**config.mk**
```make
export PLATFORM = sky130hd
export DESIGN_NAME = imem_loader
export DESIGN_NICKNAME = d
export VERILOG_FILES = /design/src/rtl/imem_loader_pkg.sv /design/src/rtl/imem_loader_packer.sv /design/src/rtl/imem_loader.sv
export SDC_FILE = /design/constraint.sdc
export NUM_CORES = 1
export LEC_CHECK = 0
export ABC_CLOCK_PERIOD_IN_PS = 5950
export CAP_MARGIN = 20
export CORE_UTILIZATION = 55
export DETAILED_ROUTE_END_ITERATION = 8
export PLACE_DENSITY_LB_ADDON = 0.3
export SLEW_MARGIN = 30
export SYNTH_ARGS = -nofsm -noshare
export SYNTH_HDL_FRONTEND = slang
export SYNTH_SLANG_ARGS = --single-unit
```
**constraint.sdc**
```tcl
create_clock -name clk -period 5.95 [get_ports clk]
set_input_delay 0.595 -clock clk [delete_from_list [all_inputs] [get_ports clk]]
set_output_delay 0.595 -clock clk [all_outputs]
set_load 0.05 [all_outputs]
```
**src/rtl/imem_loader_pkg.sv**
```systemverilog
// Shared definitions for the Tessia instruction-memory boot loader.
// Contents:
//   loader_state_t        loader FSM states
//   HDR_BYTES             bytes in the little-endian word-count header
//   BYTES_PER_WORD        bytes per instruction word
//   csum_fold()           one step of the running XOR checksum
package tessia_loader_pkg;

  typedef enum logic [2:0] {
    IDLE = 3'd0,
    HDR  = 3'd1,
    DATA = 3'd2,
    CSUM = 3'd3,
    DONE = 3'd4,
    ERR  = 3'd5
  } loader_state_t;

  localparam int HDR_BYTES      = 4;
  localparam int BYTES_PER_WORD = 4;

  // Folds one stream byte into the running XOR checksum.
  function automatic logic [7:0] csum_fold(input logic [7:0] acc, input logic [7:0] b);
    return acc ^ b;
  endfunction

endpackage

```
**src/rtl/imem_loader_packer.sv**
```systemverilog
// byte_packer: assembles accepted stream bytes into a little-endian 32-bit
// word. Used for both the header count and the payload words.
// Ports:
//   clk, reset    clock, synchronous active-low reset
//   clr           synchronous clear of the byte counter and shift register
//   accept        a byte is consumed this cycle
//   data_in[7:0]  the byte being consumed
//   word[31:0]    assembled word, valid in the cycle word_done is high
//   word_done     the 4th byte of a word is being consumed this cycle
module byte_packer
  import tessia_loader_pkg::*;
(
  input  logic        clk,
  input  logic        reset,
  input  logic        clr,
  input  logic        accept,
  input  logic [7:0]  data_in,
  output logic [31:0] word,
  output logic        word_done
);

  logic [31:0] shift_r;
  logic [1:0]  cnt_r;

  // The completing byte is merged combinationally so the word is usable in
  // the same cycle as its last byte; earlier bytes sit in shift_r[31:8].
  assign word      = {data_in, shift_r[31:8]};
  assign word_done = accept && (cnt_r == 2'(BYTES_PER_WORD - 1));

  // Shift register and byte counter.
  always_ff @(posedge clk) begin
    if (!reset) begin
      shift_r <= 32'h0000_0000;
      cnt_r   <= 2'd0;
    end else if (clr) begin
      shift_r <= 32'h0000_0000;
      cnt_r   <= 2'd0;
    end else if (accept) begin
      shift_r <= {data_in, shift_r[31:8]};
      cnt_r   <= cnt_r + 2'd1;
    end else begin
      shift_r <= shift_r;
      cnt_r   <= cnt_r;
    end
  end

endmodule

```
**src/rtl/imem_loader.sv**
```systemverilog
// imem_loader: boot-time program loader for the Tessia instruction memory.
// Receives a byte stream (4-byte LE word count N, N LE words, XOR checksum
// byte), writes the words to consecutive word addresses and releases the
// processor only after a clean load.
// Ports:
//   clk, reset         clock, synchronous active-low reset
//   start              begin a load (honoured in IDLE, DONE, ERR)
//   rx_valid, rx_data  byte stream input
//   rx_ready           loader consumes a byte this cycle (state decode)
//   we, waddr, wdata   instruction-memory write port, one strobe per word
//   cpu_hold           processor reset request, high unless load succeeded
//   done, err          load outcome levels
//   words_loaded       words written in the current load
module imem_loader
  import tessia_loader_pkg::*;
#(
  parameter int          DEPTH     = 256,
  parameter logic [31:0] BASE_ADDR = 32'h0000_0000
) (
  input  logic                       clk,
  input  logic                       reset,
  input  logic                       start,
  input  logic                       rx_valid,
  input  logic [7:0]                 rx_data,
  output logic                       rx_ready,
  output logic                       we,
  output logic [31:0]                waddr,
  output logic [31:0]                wdata,
  output logic                       cpu_hold,
  output logic                       done,
  output logic                       err,
  output logic [$clog2(DEPTH+1)-1:0] words_loaded
);

  localparam int WL_W = $clog2(DEPTH + 1);

  loader_state_t state_r, state_next_s;

  logic            accept_s;
  logic            start_load_s;
  logic            pack_accept_s;
  logic            word_done_s;
  logic [31:0]     word_s;
  logic            last_word_s;
  logic            write_s;
  logic [31:0]     count_r;
  logic [7:0]      xor_r;
  logic            we_r;
  logic [31:0]     waddr_r;
  logic [31:0]     wdata_r;
  logic            done_r;
  logic            err_r;
  logic            hold_r;
  logic [WL_W-1:0] words_r;

  assign rx_ready      = (state_r == HDR) || (state_r == DATA) || (state_r == CSUM);
  assign accept_s      = rx_valid && rx_ready;
  // The checksum byte is not part of any word, so keep it out of the packer.
  assign pack_accept_s = accept_s && ((state_r == HDR) || (state_r == DATA));
  // Earlier words have already bumped words_r, so it is the index of the
  // word completing now.
  assign last_word_s   = (32'(words_r) == (count_r - 32'd1));
  assign write_s       = (state_r == DATA) && word_done_s;

  byte_packer u_packer (
    .clk       (clk),
    .reset     (reset),
    .clr       (start_load_s),
    .accept    (pack_accept_s),
    .data_in   (rx_data),
    .word      (word_s),
    .word_done (word_done_s)
  );

  // Next-state decode.
  always_comb begin
    state_next_s = state_r;
    start_load_s = 1'b0;
    case (state_r)
      IDLE, DONE, ERR: begin
        if (start) begin
          state_next_s = HDR;
          start_load_s = 1'b1;
        end else begin
          state_next_s = state_r;
        end
      end
      HDR: begin
        if (word_done_s) begin
          if (word_s > 32'(DEPTH)) begin
            state_next_s = ERR;
          end else if (word_s == 32'd0) begin
            state_next_s = CSUM;
          end else begin
            state_next_s = DATA;
          end
        end else begin
          state_next_s = state_r;
        end
      end
      DATA: begin
        if (word_done_s && last_word_s) begin
          state_next_s = CSUM;
        end else begin
          state_next_s = state_r;
        end
      end
      CSUM: begin
        if (accept_s) begin
          // xor_r holds the XOR of all bytes before this one.
          if (rx_data == xor_r) begin
            state_next_s = DONE;
          end else begin
            state_next_s = ERR;
          end
        end else begin
          state_next_s = state_r;
        end
      end
      default: begin
        state_next_s = IDLE;
      end
    endcase
  end

  // State register.
  always_ff @(posedge clk) begin
    if (!reset) begin
      state_r <= IDLE;
    end else begin
      state_r <= state_next_s;
    end
  end

  // Checksum accumulator and header count.
  always_ff @(posedge clk) begin
    if (!reset) begin
      xor_r   <= 8'h00;
      count_r <= 32'h0000_0000;
    end else begin
      if (start_load_s) begin
        xor_r <= 8'h00;
      end else if (accept_s) begin
        xor_r <= csum_fold(xor_r, rx_data);
      end else begin
        xor_r <= xor_r;
      end
      if ((state_r == HDR) && word_done_s) begin
        count_r <= word_s;
      end else begin
        count_r <= count_r;
      end
    end
  end

  // Write port and word counter.
  always_ff @(posedge clk) begin
    if (!reset) begin
      we_r    <= 1'b0;
      waddr_r <= BASE_ADDR;
      wdata_r <= 32'h0000_0000;
      words_r <= '0;
    end else begin
      we_r <= write_s;
      if (write_s) begin
        waddr_r <= BASE_ADDR + (32'(words_r) << 2);
        wdata_r <= word_s;
      end else begin
        waddr_r <= waddr_r;
        wdata_r <= wdata_r;
      end
      if (start_load_s) begin
        words_r <= '0;
      end else if (write_s) begin
        words_r <= words_r + WL_W'(1);
      end else begin
        words_r <= words_r;
      end
    end
  end

  // Outcome flags follow the state being entered.
  always_ff @(posedge clk) begin
    if (!reset) begin
      done_r <= 1'b0;
      err_r  <= 1'b0;
      hold_r <= 1'b1;
    end else begin
      done_r <= (state_next_s == DONE);
      err_r  <= (state_next_s == ERR);
      hold_r <= (state_next_s != DONE);
    end
  end

  assign we           = we_r;
  assign waddr        = waddr_r;
  assign wdata        = wdata_r;
  assign done         = done_r;
  assign err          = err_r;
  assign cpu_hold     = hold_r;
  assign words_loaded = words_r;

endmodule

```
## Word level (Yosys, flattened, before mapping)

Index checks and enable logic that the tools add are counted.

- Output and inout bits: 78
- Input port bits: 12
- Bits in registers: 131

- Reductions and logical operators: 12
- Add/subtract/negate cells: 3
- Multiplexer cells: 10
- Equal/unequal tests: 11
- Bitwise logic cells: 2
- Magnitude comparators: 1

Operator list:

| operator | count |
|---|---|
| equality test 9 x 32 -> 1 bit | 1 |
| greater-than comparator 32 x 9 -> 1 bit, second input constant | 1 |
| logical NOT 32 bit | 1 |
| subtractor 32 x 1 -> 32 bit, second input constant | 1 |
| 2-to-1 mux 3 bit | 5 |
| equality test 3 bit, second input constant | 4 |
| case mux 3 bit (4 select lines) | 1 |
| adder 9 x 1 -> 9 bit, second input constant | 1 |
| equality test 8 bit | 1 |
| bitwise XOR 8 bit | 1 |
| equality test 3 x 2 -> 1 bit, second input constant | 2 |
| logical AND 1 bit | 6 |
| 2-to-1 mux 1 bit | 4 |
| equality test 3 x 1 -> 1 bit, second input constant | 1 |
| logical NOT 3 bit | 1 |
| inequality test 3 bit, second input constant | 1 |
| OR reduction 3 bit | 1 |
| adder 2 x 1 -> 2 bit, second input constant | 1 |
| equality test 2 bit, second input constant | 1 |
| logical OR 1 bit | 2 |
| OR reduction 2 bit | 1 |
| NOT 1 bit | 1 |

## Longest topological paths before layout

Gate-level depths: netlist of run 1.

- Depth in word-level cells: 10
- Mapped depth: 10

## Cells and area by module

Synthesis of run 1 repeated with hierarchy kept, for this count alone.

- Cell total of the unflattened synthesis: 699
- Area total of the unflattened synthesis: 5849.4 sq um

Modules (own cells, without submodules):

| module | sequential area each (sq um) | cells each | instances | area an instance (sq um) |
|---|---|---|---|---|
| imem_loader | 1941.9 | 604 | 1 | 4802.1 |
| byte_packer | 520.5 | 95 | 1 | 1047.3 |

## Least setup slack after synthesis of run 1

No wires, ideal clock.

- Kind: register to register
- Start: register count_r[13]
- End: register state_r[0]
- Required time: 5890 ps
- Path buffers: 1
- Cell stages (with the launch flop): 9
- Path slack: 3458 ps
- Arrival: 2433 ps
- Library setup time: 60 ps
- Clock period less this slack: 2492 ps
- Cell sequence: dfxtp_1 or4_1 or3_1 buf_6 nor3_1 xor2_1 a2111o_1 o31ai_4 and3_1

- Longest elaborated chain between the ends: 5

Ends and longest elaborated chain:

| item | RTL line | text |
|---|---|---|
| start: declaration | imem_loader.sv:46 | `logic [31:0] count_r;` |
| start signal: assignment | imem_loader.sv:149 | `count_r <= word_s;` |
| start signal: assignment | imem_loader.sv:151 | `count_r <= count_r;` |
| subtractor 32 x 1 -> 32 bit | imem_loader.sv:62 | `assign last_word_s = (32'(words_r) == (count_r - 32'd1));` |
| equality test 9 x 32 -> 1 bit | imem_loader.sv:62 |  |
| logical AND 1 bit | imem_loader.sv:102 | `if (word_done_s && last_word_s) begin` |
| 2-to-1 mux 3 bit | imem_loader.sv:102 |  |
| case mux 3 bit (4 select lines) | imem_loader.sv:79 | `case (state_r)` |
| end signal: assignment | imem_loader.sv:131 | `state_r <= state_next_s;` |
| end: declaration | imem_loader.sv:37 | `loader_state_t state_r, state_next_s;` |

No other way between the ends.
A chain may end at the register's enable or synchronous reset.

## Worst setup path after layout of run 1

- Start: register u_packer.cnt_r[0]
- End: register hold_r (netlist: cpu_hold)

- Longest elaborated chain between the ends: 6

Ends and longest elaborated chain:

| item | RTL line | text |
|---|---|---|
| start: declaration | imem_loader_packer.sv:23 | `logic [1:0] cnt_r;` |
| start signal: assignment | imem_loader_packer.sv:40 | `cnt_r <= cnt_r + 2'd1;` |
| start signal: assignment | imem_loader_packer.sv:43 | `cnt_r <= cnt_r;` |
| equality test 2 bit * | imem_loader_packer.sv:28 | `assign word_done = accept && (cnt_r == 2'(BYTES_PER_WORD - 1));` |
| logical AND 1 bit * | imem_loader_packer.sv:28 |  |
| logical AND 1 bit | imem_loader.sv:102 |  |
| 2-to-1 mux 3 bit | imem_loader.sv:102 |  |
| case mux 3 bit (4 select lines) * | imem_loader.sv:79 |  |
| inequality test 3 bit * | imem_loader.sv:191 | `hold_r <= (state_next_s != DONE);` |
| end signal: assignment | imem_loader.sv:191 |  |
| end: declaration | imem_loader.sv:53 | `logic hold_r;` |

Every way passes the cells marked *; elsewhere a longest branch is shown, timed or not.

==> results of run 1 <==
## area by class of cell
cell class	instances	area, sq um
Clock buffer	20	435
Clock inverter	10	96.3
Fill cell	795	3060
Inverter	4	15.0
Multi-Input combinational cell	531	2930
Sequential cell	123	2460
Tap cell	133	166
Timing Repair Buffer	71	693
## critical path, cell delays in order, from the launching register on
cell and delay, ns:
sky130_fd_sc_hd__dfxtp_1 0.35, sky130_fd_sc_hd__ha_1 0.27, sky130_fd_sc_hd__inv_1 0.11, sky130_fd_sc_hd__nor3_1 0.33, sky130_fd_sc_hd__nand2b_2 0.42, sky130_fd_sc_hd__or4_1 0.60
sky130_fd_sc_hd__a31oi_1 0.29, sky130_fd_sc_hd__o31ai_4 0.13, sky130_fd_sc_hd__or2_1 0.23
## stage by stage
| step | instance area [sq um] | hold WS, ns | worst slack (ns) | utilization | power [uW] |
|---|---|---|---|---|---|
| after floorplan | 5730 | 0.439 | 3.46 | - | 931 |
| after global placement | 6270 | 0.447 | 2.47 | 0.635 | 942 |
| after detailed placement | 6270 | 0.457 | 2.63 | 0.636 | 944 |
| after CTS | 6800 | 0.465 | 3.11 | 0.689 | 1860 |
| after global routing | 6800 | 0.489 | 2.86 | 0.690 | 1910 |
| final | 6800 | 0.461 | 3.10 | 0.690 | 1850 |
## state kept, by name, indices dropped and copies added, names as in the netlist
name	flops
err	1
state_r	3
done	1
waddr	9
words_loaded	9
count_r	32
u_packer.shift_r	24
cpu_hold	1
we	1
xor_r	8
wdata	32
u_packer.cnt_r	2
## cell usage after synthesis, types with 3 or more instances
master / count
sky130_fd_sc_hd__clkbuf_1: 39
sky130_fd_sc_hd__dfxtp_1: 123
sky130_fd_sc_hd__o21ai_0: 8
sky130_fd_sc_hd__nand4_1: 6
sky130_fd_sc_hd__nor2b_1: 4
sky130_fd_sc_hd__o21a_1: 3
sky130_fd_sc_hd__nor3b_1: 5
sky130_fd_sc_hd__nor2_1: 30
sky130_fd_sc_hd__and2_1: 3
sky130_fd_sc_hd__or3_1: 6
sky130_fd_sc_hd__xnor2_1: 11
sky130_fd_sc_hd__a21boi_0: 73
sky130_fd_sc_hd__nor3_1: 13
sky130_fd_sc_hd__and3_1: 6
sky130_fd_sc_hd__buf_4: 23
sky130_fd_sc_hd__or4_1: 4
sky130_fd_sc_hd__inv_1: 4
sky130_fd_sc_hd__nand2_1: 216
sky130_fd_sc_hd__ha_1: 3
sky130_fd_sc_hd__xor2_1: 26
sky130_fd_sc_hd__nand2b_1: 7
sky130_fd_sc_hd__a21oi_1: 32
sky130_fd_sc_hd__nand3_1: 4
sky130_fd_sc_hd__nor4_1: 14
## worst max-delay path by stage
stage          cells after the start               endpoint                           start  slack, ns
2_1_floorplan                      8  state_r[0]$_SDFF_PN0_        count_r[13]$_SDFFE_PN0P_       3.46
3_3_place_gp                       8    cpu_hold$_SDFF_PN1_                        rx_valid       2.47
3_5_place_dp                       8    cpu_hold$_SDFF_PN1_                        rx_valid       2.63
4_1_cts                            9  state_r[0]$_SDFF_PN0_         count_r[0]$_SDFFE_PN0P_       3.11
5_1_grt                            8    cpu_hold$_SDFF_PN1_  u_packer.cnt_r[0]$_SDFFE_PP0P_       2.86
6_report                           8    cpu_hold$_SDFF_PN1_  u_packer.cnt_r[0]$_SDFFE_PP0P_       3.10
## power breakdown
| part | leakage (uW) | internal, uW | switching (uW) |
|---|---|---|---|
| clock | 0.000249 | 560 | 366 |
| combinational | 0.00111 | 23.9 | 69.9 |
| sequential | 0.000991 | 828 | 5.20 |
| total | 0.00235 | 1410 | 441 |
## cells by family (layout without fill, tap and decap cells)
group	Yosys count	in the layout	synth area share
AOI/OAI and AO/OA	135	135	0.166
xor gates and xnor gates	38	38	0.0613
adders and majority gates	3	3	0.00664
buffers and inverters	68	105	0.0620
DFF	123	123	0.436
muxes	2	2	0.00376
other	1	23	0.000664
and+or+nand+nor	330	330	0.264
## metal layers
| layer | track usage | part of all wire |
|---|---|---|
| met1 | 0.336 | 0.44 |
| met2 | 0.450 | 0.48 |
| met3 | 0.0712 | 0.052 |
| met4 | 0.128 | 0.025 |
| met5 | 0 | 0 |
==> flow_summary.html, run 1 <==
<table>
<tr><th>Metric</th><th>Value</th></tr>
<tr><th colspan="2">STA</th></tr>
<tr><td>Fin crit period</td><td>around 2.9 ns</td></tr>
<tr><td>Worst relative slew slack</td><td>0.379</td></tr>
<tr><td>Final period utilization</td><td>0.480</td></tr>
<tr><td>RSZ-0062 raised after global routing</td><td>false</td></tr>
<tr><td>Fmax</td><td>350 MHz</td></tr>
<tr><td>Number of max-slew violations in the final report</td><td>0</td></tr>
<tr><td>Final Hold Fails</td><td>0</td></tr>
<tr><td>Least-Margin Pin Slew</td><td>about 0.93 ns</td></tr>
<tr><td>Clk_skew</td><td>~0.0067 ns</td></tr>
<tr><td>Finish-stage setup viols</td><td>0</td></tr>
<tr><td>Post-Route Setup TNS</td><td>0 ns</td></tr>
<tr><th colspan="2">CTS</th></tr>
<tr><td>Clock transition at path regs</td><td>around 0.060 ns</td></tr>
<tr><td>Number of buffers added for setup after CTS</td><td>0</td></tr>
<tr><td>CTS Root Buffer Type</td><td>sky130_fd_sc_hd__clkbuf_8</td></tr>
<tr><td>CTS tree</td><td>yes</td></tr>
<tr><td>Clock Path Buffers</td><td>2</td></tr>
<tr><td>Number of buffers created by CTS</td><td>17</td></tr>
<tr><td>Count of instances resized after the clock tree is built</td><td>0</td></tr>
<tr><td>Number of buffers inserted for hold repair after clock tree synthesis</td><td>0</td></tr>
<tr><td>Skew-Pair Late Insertion Delay</td><td>around 0.52 ns</td></tr>
<tr><td>Sink count of the clock tree</td><td>approximately 120</td></tr>
<tr><td>CTS H-tree lvls</td><td>4</td></tr>
<tr><th colspan="2">Worst setup path</th></tr>
<tr><td>Type of element launching the critical path</td><td>flip-flop</td></tr>
<tr><td>R2R cell count</td><td>8</td></tr>
<tr><td>R2R Setup Slk</td><td>3.10 ns</td></tr>
<tr><td>Origin of the critical flop-to-flop path</td><td>u_packer.cnt_r[0]$_SDFFE_PP0P_</td></tr>
<tr><td>Critical Path End Type</td><td>flip-flop</td></tr>
<tr><td>Endpoint of the worst-slack reg-to-reg timing path</td><td>cpu_hold$_SDFF_PN1_</td></tr>
<tr><td>Crit path arrival time</td><td>3.27 ns</td></tr>
<tr><td>Startpoint-to-endpoint class of the critical path</td><td>flip-flop to flip-flop</td></tr>
<tr><td>Critical path data required time</td><td>6.36 ns</td></tr>
<tr><td>Largest fanout of any net on the critical path</td><td>33</td></tr>
<tr><th colspan="2">Logic synthesis</th></tr>
<tr><td>Number of warning messages in the yosys log</td><td>0</td></tr>
<tr><td>Synth cell types</td><td>57</td></tr>
<tr><td>Async set-reset flop share out of synthesis</td><td>0</td></tr>
<tr><td>Avg Inst Size Synth</td><td>between 8 and 9 sq um</td></tr>
<tr><td>Most area-hungry cell type in the Yosys netlist</td><td>sky130_fd_sc_hd__dfxtp_1</td></tr>
<tr><td>Top cell type's share of synthesized area</td><td>0.436</td></tr>
<tr><td>Number of storage elements in the synthesis netlist</td><td>123</td></tr>
<tr><td>Cell types with the largest area share after synthesis</td><td>sky130_fd_sc_hd__dfxtp_1 (44%), sky130_fd_sc_hd__nand2_1 (14%), sky130_fd_sc_hd__a21boi_0 (9.7%)</td></tr>
<tr><td>Post-synth design cell area</td><td>5650 sq um</td></tr>
<tr><td>Ys flop type</td><td>sky130_fd_sc_hd__dfxtp_1</td></tr>
<tr><td>Post-synthesis instance total</td><td>700</td></tr>
<tr><td>Number of enable-type register cells in the synthesized netlist</td><td>0</td></tr>
<tr><td>Part of the Yosys area used for sequential elements</td><td>0.436</td></tr>
<tr><th colspan="2">Worst hold path</th></tr>
<tr><td>WHS Endpoint</td><td>wdata[10]$_SDFFE_PN0P_</td></tr>
<tr><td>Start point of the worst hold path</td><td>wdata[10]$_SDFFE_PN0P_</td></tr>
<tr><td>Class of the most critical hold timing path</td><td>flip-flop to flip-flop</td></tr>
<tr><td>Hold-critical path depth</td><td>2</td></tr>
<tr><th colspan="2">Floorplan</th></tr>
<tr><td>Total number of placement rows</td><td>36</td></tr>
<tr><td>Die boundary height</td><td>103 microns</td></tr>
<tr><td>Floorplan die area</td><td>roughly 11,000 sq um</td></tr>
<tr><td>Core ar.</td><td>9860 sq um</td></tr>
<tr><td>Top Ports</td><td>90</td></tr>
<tr><td>Die width</td><td>103 microns</td></tr>
<tr><td>Initial standard-cell utilization of the core</td><td>0.573</td></tr>
<tr><th colspan="2">GRT</th></tr>
<tr><td>Pin count of the biggest net entering global routing</td><td>between 70 and 80</td></tr>
<tr><td>Via count of the first global-routing pass</td><td>~4,700</td></tr>
<tr><td>Number of antenna violations at the first check in global routing</td><td>0</td></tr>
<tr><td>First-pass GRT wire length</td><td>22,200 microns</td></tr>
<tr><td>Grt ovf</td><td>0</td></tr>
<tr><td>All-layer global routing usage</td><td>0.274</td></tr>
<tr><th colspan="2">Place</th></tr>
<tr><td>Post-detailed-placement half-perimeter wirelength</td><td>just over 9000 microns</td></tr>
<tr><td>Total instance count after detailed placement</td><td>862</td></tr>
<tr><td>Number of buffers inserted by port buffering</td><td>66</td></tr>
<tr><td>Routability congestion estimate</td><td>just under 0.9</td></tr>
<tr><th colspan="2">Detailed routing</th></tr>
<tr><td>Routed via count divided by cell count</td><td>5.56</td></tr>
<tr><td>Number of design-rule violations left by the first detailed-router iteration</td><td>320</td></tr>
<tr><td>Antenna-violating nets left</td><td>0</td></tr>
<tr><td>Number of vias after detailed routing</td><td>about 5,000</td></tr>
<tr><td>Residual DRC</td><td>0</td></tr>
<tr><td>Drt total wl</td><td>13,700 microns</td></tr>
<tr><td>Number of iterations in the first detailed-routing pass</td><td>5</td></tr>
<tr><td>Routed length per placed instance</td><td>~15 microns</td></tr>
<tr><th colspan="2">Power</th></tr>
<tr><td>Maximum vdd drop</td><td>approximately 0.17 mV</td></tr>
<tr><td>Leakage power</td><td>0.00235 uW</td></tr>
<tr><td>Pwr/cell area</td><td>about 270 nW/um^2</td></tr>
<tr><th colspan="2">Layout</th></tr>
<tr><td>Final nets</td><td>around 760</td></tr>
<tr><td>Fraction of layout instances using a drive strength above 1</td><td>0.0632</td></tr>
<tr><td>Number of antenna diodes</td><td>0</td></tr>
<tr><td>Layout Area Growth over Synthesis</td><td>20.4%</td></tr>
<tr><td>Highest-count cells in the layout ignoring fill and taps</td><td>sky130_fd_sc_hd__nand2_1 (216), sky130_fd_sc_hd__dfxtp_1 (123), sky130_fd_sc_hd__a21boi_0 (73)</td></tr>
<tr><td>Fin cells</td><td>892</td></tr>
<tr><td>Most common cell after layout, fill and taps aside</td><td>sky130_fd_sc_hd__nand2_1</td></tr>
<tr><th colspan="2">Flow run</th></tr>
<tr><td>Max Cap Viol</td><td>0</td></tr>
<tr><th colspan="2">Status</th></tr>
<tr><td>Status</td><td>completed</td></tr>
</table>
Power figures use the tool's default switching activity.
==> run 2: changes to the inputs <==
- ABC_CLOCK_PERIOD_IN_PS: 5950 -> 2500
- CORE_UTILIZATION: 55 -> 48
- clock period: 5.95 -> 2.5 ns (I/O delays scaled with it)
==> run 2 against run 1 <==
Non-clock buffer count grew 34. Combinational power rose to 2.6 times the previous value. Critical path depth shrank 1. Sequential power up 140%. Global-route usage shrank 3.2 points. Design area is 6.1% higher.
==> flow_summary.html, run 2 (synthesized netlist as in run 1, its figures left out) <==
<table>
<tr><th>Metric</th><th>Value</th></tr>
<tr><th colspan="2">Status</th></tr>
<tr><td>Status</td><td>completed</td></tr>
<tr><th colspan="2">STA</th></tr>
<tr><td>Finish-stage setup viols</td><td>0</td></tr>
<tr><td>Clk_skew</td><td>0.00949 ns</td></tr>
<tr><td>Worst hold slack across all endpoints</td><td>0.268 ns</td></tr>
<tr><td>Post-Route Setup TNS</td><td>0 ns</td></tr>
<tr><td>Final Hold Fails</td><td>0</td></tr>
<tr><td>Final period utilization</td><td>0.973</td></tr>
<tr><td>Fmax</td><td>411 MHz</td></tr>
<tr><td>Least-Margin Pin Slew</td><td>roughly 0.86 ns</td></tr>
<tr><td>Number of max-slew violations in the final report</td><td>0</td></tr>
<tr><td>Fin crit period</td><td>roughly 2.4 ns</td></tr>
<tr><td>RSZ-0062 raised after global routing</td><td>true</td></tr>
<tr><td>Worst relative slew slack</td><td>0.423</td></tr>
<tr><th colspan="2">CTS</th></tr>
<tr><td>CTS Root Buffer Type</td><td>sky130_fd_sc_hd__clkbuf_16</td></tr>
<tr><td>Number of buffers created by CTS</td><td>17</td></tr>
<tr><td>Clock transition at path regs</td><td>~0.050 ns</td></tr>
<tr><td>CTS H-tree lvls</td><td>4</td></tr>
<tr><td>CTS tree</td><td>yes</td></tr>
<tr><td>Clock Path Buffers</td><td>2</td></tr>
<tr><td>Number of buffers inserted for hold repair after clock tree synthesis</td><td>0</td></tr>
<tr><td>Sink count of the clock tree</td><td>approximately 120</td></tr>
<tr><td>Skew-Pair Late Insertion Delay</td><td>0.42 ns</td></tr>
<tr><th colspan="2">Worst setup path</th></tr>
<tr><td>Crit-path leading delay family</td><td>simple AND/OR/NAND/NOR gates</td></tr>
<tr><td>Critical path data required time</td><td>2.86 ns</td></tr>
<tr><td>Critical Path End Type</td><td>flip-flop</td></tr>
<tr><td>Startpoint-to-endpoint class of the critical path</td><td>flip-flop to flip-flop</td></tr>
<tr><td>Largest stage delay on the critical path</td><td>0.54 ns</td></tr>
<tr><td>Largest fanout of any net on the critical path</td><td>7</td></tr>
<tr><td>Type of element launching the critical path</td><td>flip-flop</td></tr>
<tr><td>Crit path arrival time</td><td>2.79 ns</td></tr>
<tr><td>Buffering stage count on the worst path with inverters included</td><td>0</td></tr>
<tr><td>Master of the slowest instance on the critical path</td><td>sky130_fd_sc_hd__or4_4</td></tr>
<tr><td>Series of cell instances along the critical path</td><td>or4_4 -&gt; or3_4 -&gt; nor3_4 -&gt; xor2_1 -&gt; a2111o_1 -&gt; o31ai_4 -&gt; and3_1</td></tr>
<tr><th colspan="2">Power</th></tr>
<tr><td>Pwr/cell area</td><td>641 nW/um^2</td></tr>
<tr><td>Leakage power</td><td>between 0.002 and 0.003 uW</td></tr>
<tr><td>Overall power</td><td>4630 uW</td></tr>
<tr><td>Maximum vdd drop</td><td>0.488 mV</td></tr>
<tr><th colspan="2">Detailed routing</th></tr>
<tr><td>Routed length per placed instance</td><td>~15 microns</td></tr>
<tr><td>Drt total wl</td><td>13,900 microns</td></tr>
<tr><td>Number of iterations in the first detailed-routing pass</td><td>5</td></tr>
<tr><td>Residual DRC</td><td>0</td></tr>
<tr><td>Number of design-rule violations left by the first detailed-router iteration</td><td>340</td></tr>
<tr><td>Antenna-violating nets left</td><td>0</td></tr>
<tr><td>Number of vias after detailed routing</td><td>roughly 5,000</td></tr>
<tr><td>Routed via count divided by cell count</td><td>5.32</td></tr>
<tr><th colspan="2">Floorplan</th></tr>
<tr><td>Total number of placement rows</td><td>39</td></tr>
<tr><td>Core ar.</td><td>11,500 sq um</td></tr>
<tr><td>Floorplan die area</td><td>~12,000 sq um</td></tr>
<tr><td>Die width</td><td>roughly 110 microns</td></tr>
<tr><td>Top Ports</td><td>90</td></tr>
<tr><td>Initial standard-cell utilization of the core</td><td>0.493</td></tr>
<tr><td>Die boundary height</td><td>110 microns</td></tr>
<tr><th colspan="2">Layout</th></tr>
<tr><td>Fraction of layout instances using a drive strength above 1</td><td>0.112</td></tr>
<tr><td>Most common cell after layout, fill and taps aside</td><td>sky130_fd_sc_hd__nand2_1</td></tr>
<tr><td>Non-Filler Cell Area, Final</td><td>between 7000 and 8000 sq um</td></tr>
<tr><td>Highest-count cells in the layout ignoring fill and taps</td><td>sky130_fd_sc_hd__nand2_1 (216), sky130_fd_sc_hd__dfxtp_1 (122), sky130_fd_sc_hd__a21boi_0 (73)</td></tr>
<tr><td>Number of antenna diodes</td><td>0</td></tr>
<tr><td>Final nets</td><td>797</td></tr>
<tr><td>Layout Area Growth over Synthesis</td><td>27.8%</td></tr>
<tr><th colspan="2">Place</th></tr>
<tr><td>Routability congestion estimate</td><td>0.933</td></tr>
<tr><td>Placed instance area</td><td>~6600 sq um</td></tr>
<tr><td>Post-detailed-placement half-perimeter wirelength</td><td>9730 microns</td></tr>
<tr><td>Number of buffers inserted by port buffering</td><td>66</td></tr>
<tr><th colspan="2">Worst hold path</th></tr>
<tr><td>Class of the most critical hold timing path</td><td>primary input to flip-flop</td></tr>
<tr><th colspan="2">GRT</th></tr>
<tr><td>Grt ovf</td><td>0</td></tr>
<tr><td>First-pass GRT wire length</td><td>23,700 microns</td></tr>
<tr><td>Number of antenna violations at the first check in global routing</td><td>0</td></tr>
<tr><td>Via count of the first global-routing pass</td><td>just under 5,000</td></tr>
<tr><td>All-layer global routing usage</td><td>0.242</td></tr>
<tr><td>Pin count of the biggest net entering global routing</td><td>58</td></tr>
<tr><th colspan="2">Flow run</th></tr>
<tr><td>Max Cap Viol</td><td>0</td></tr>
</table>
==> run 2: path summary, 6_finish.rpt <==
check                            from                       end  slack [ns]  depth (start not counted)
max          count_r[13]$_SDFFE_PN0P_     state_r[0]$_SDFF_PN0_        0.07                          7
min reg2reg     waddr[3]$_SDFFE_PN0P_     waddr[3]$_SDFFE_PN0P_        0.46                          2
max reg2reg  count_r[13]$_SDFFE_PN0P_     state_r[0]$_SDFF_PN0_        0.07                          7
min                             reset  count_r[29]$_SDFFE_PN0P_        0.27                          2
==> run 2: where the power goes <==
group          switching [uW]  internal, uW
Sequential               11.8          1970
Combinational             171          70.6
Clock                     838          1560
==> run 2: routing by layer <==
| layer | vias to the layer above | share of wire | GRT usage |
|---|---|---|---|
| met5 | - | 0 | 0 |
| met4 | 0 | 0.017 | 0.108 |
| met3 | 27 | 0.048 | 0.0456 |
| met2 | 148 | 0.49 | 0.405 |
| met1 | 2345 | 0.45 | 0.302 |
| li1 | 2469 | - | - |
==> run 2: metrics by stage <==
stage	utilization	std cells	setup WS, ns
3_3_place_gp	0.573	905	-0.0666
6_report	0.630	937	0.0676
4_1_cts	0.626	936	0.00675
2_1_floorplan	-	722	0.00750
3_5_place_dp	0.573	905	-0.0982
5_1_grt	0.630	937	-0.0210
==> run 2: timing repair <==
item	CTS	global route
setup endpoints to repair	4	4
pin swaps	2	1
resized for setup	6	6
setup buffers	0	1
gates cloned	0	0
==> run 2: layout make-up <==
type	count	area [sq um]
Multi-Input combinational cell	531	2990
Tap cell	143	179
Clock inverter	6	86.3
Inverter	4	15.0
Sequential cell	123	2460
Timing Repair Buffer	105	986
Clock buffer	25	495
Fill cell	966	4250
==> run 2: worst register-to-register path, delay by kind of cell, from the launching register on <==
family          cells  cell delay (ns)
flops               1             0.32
compound gates      2             0.66
xor+xnor            1             0.08
simple gates        4             1.32
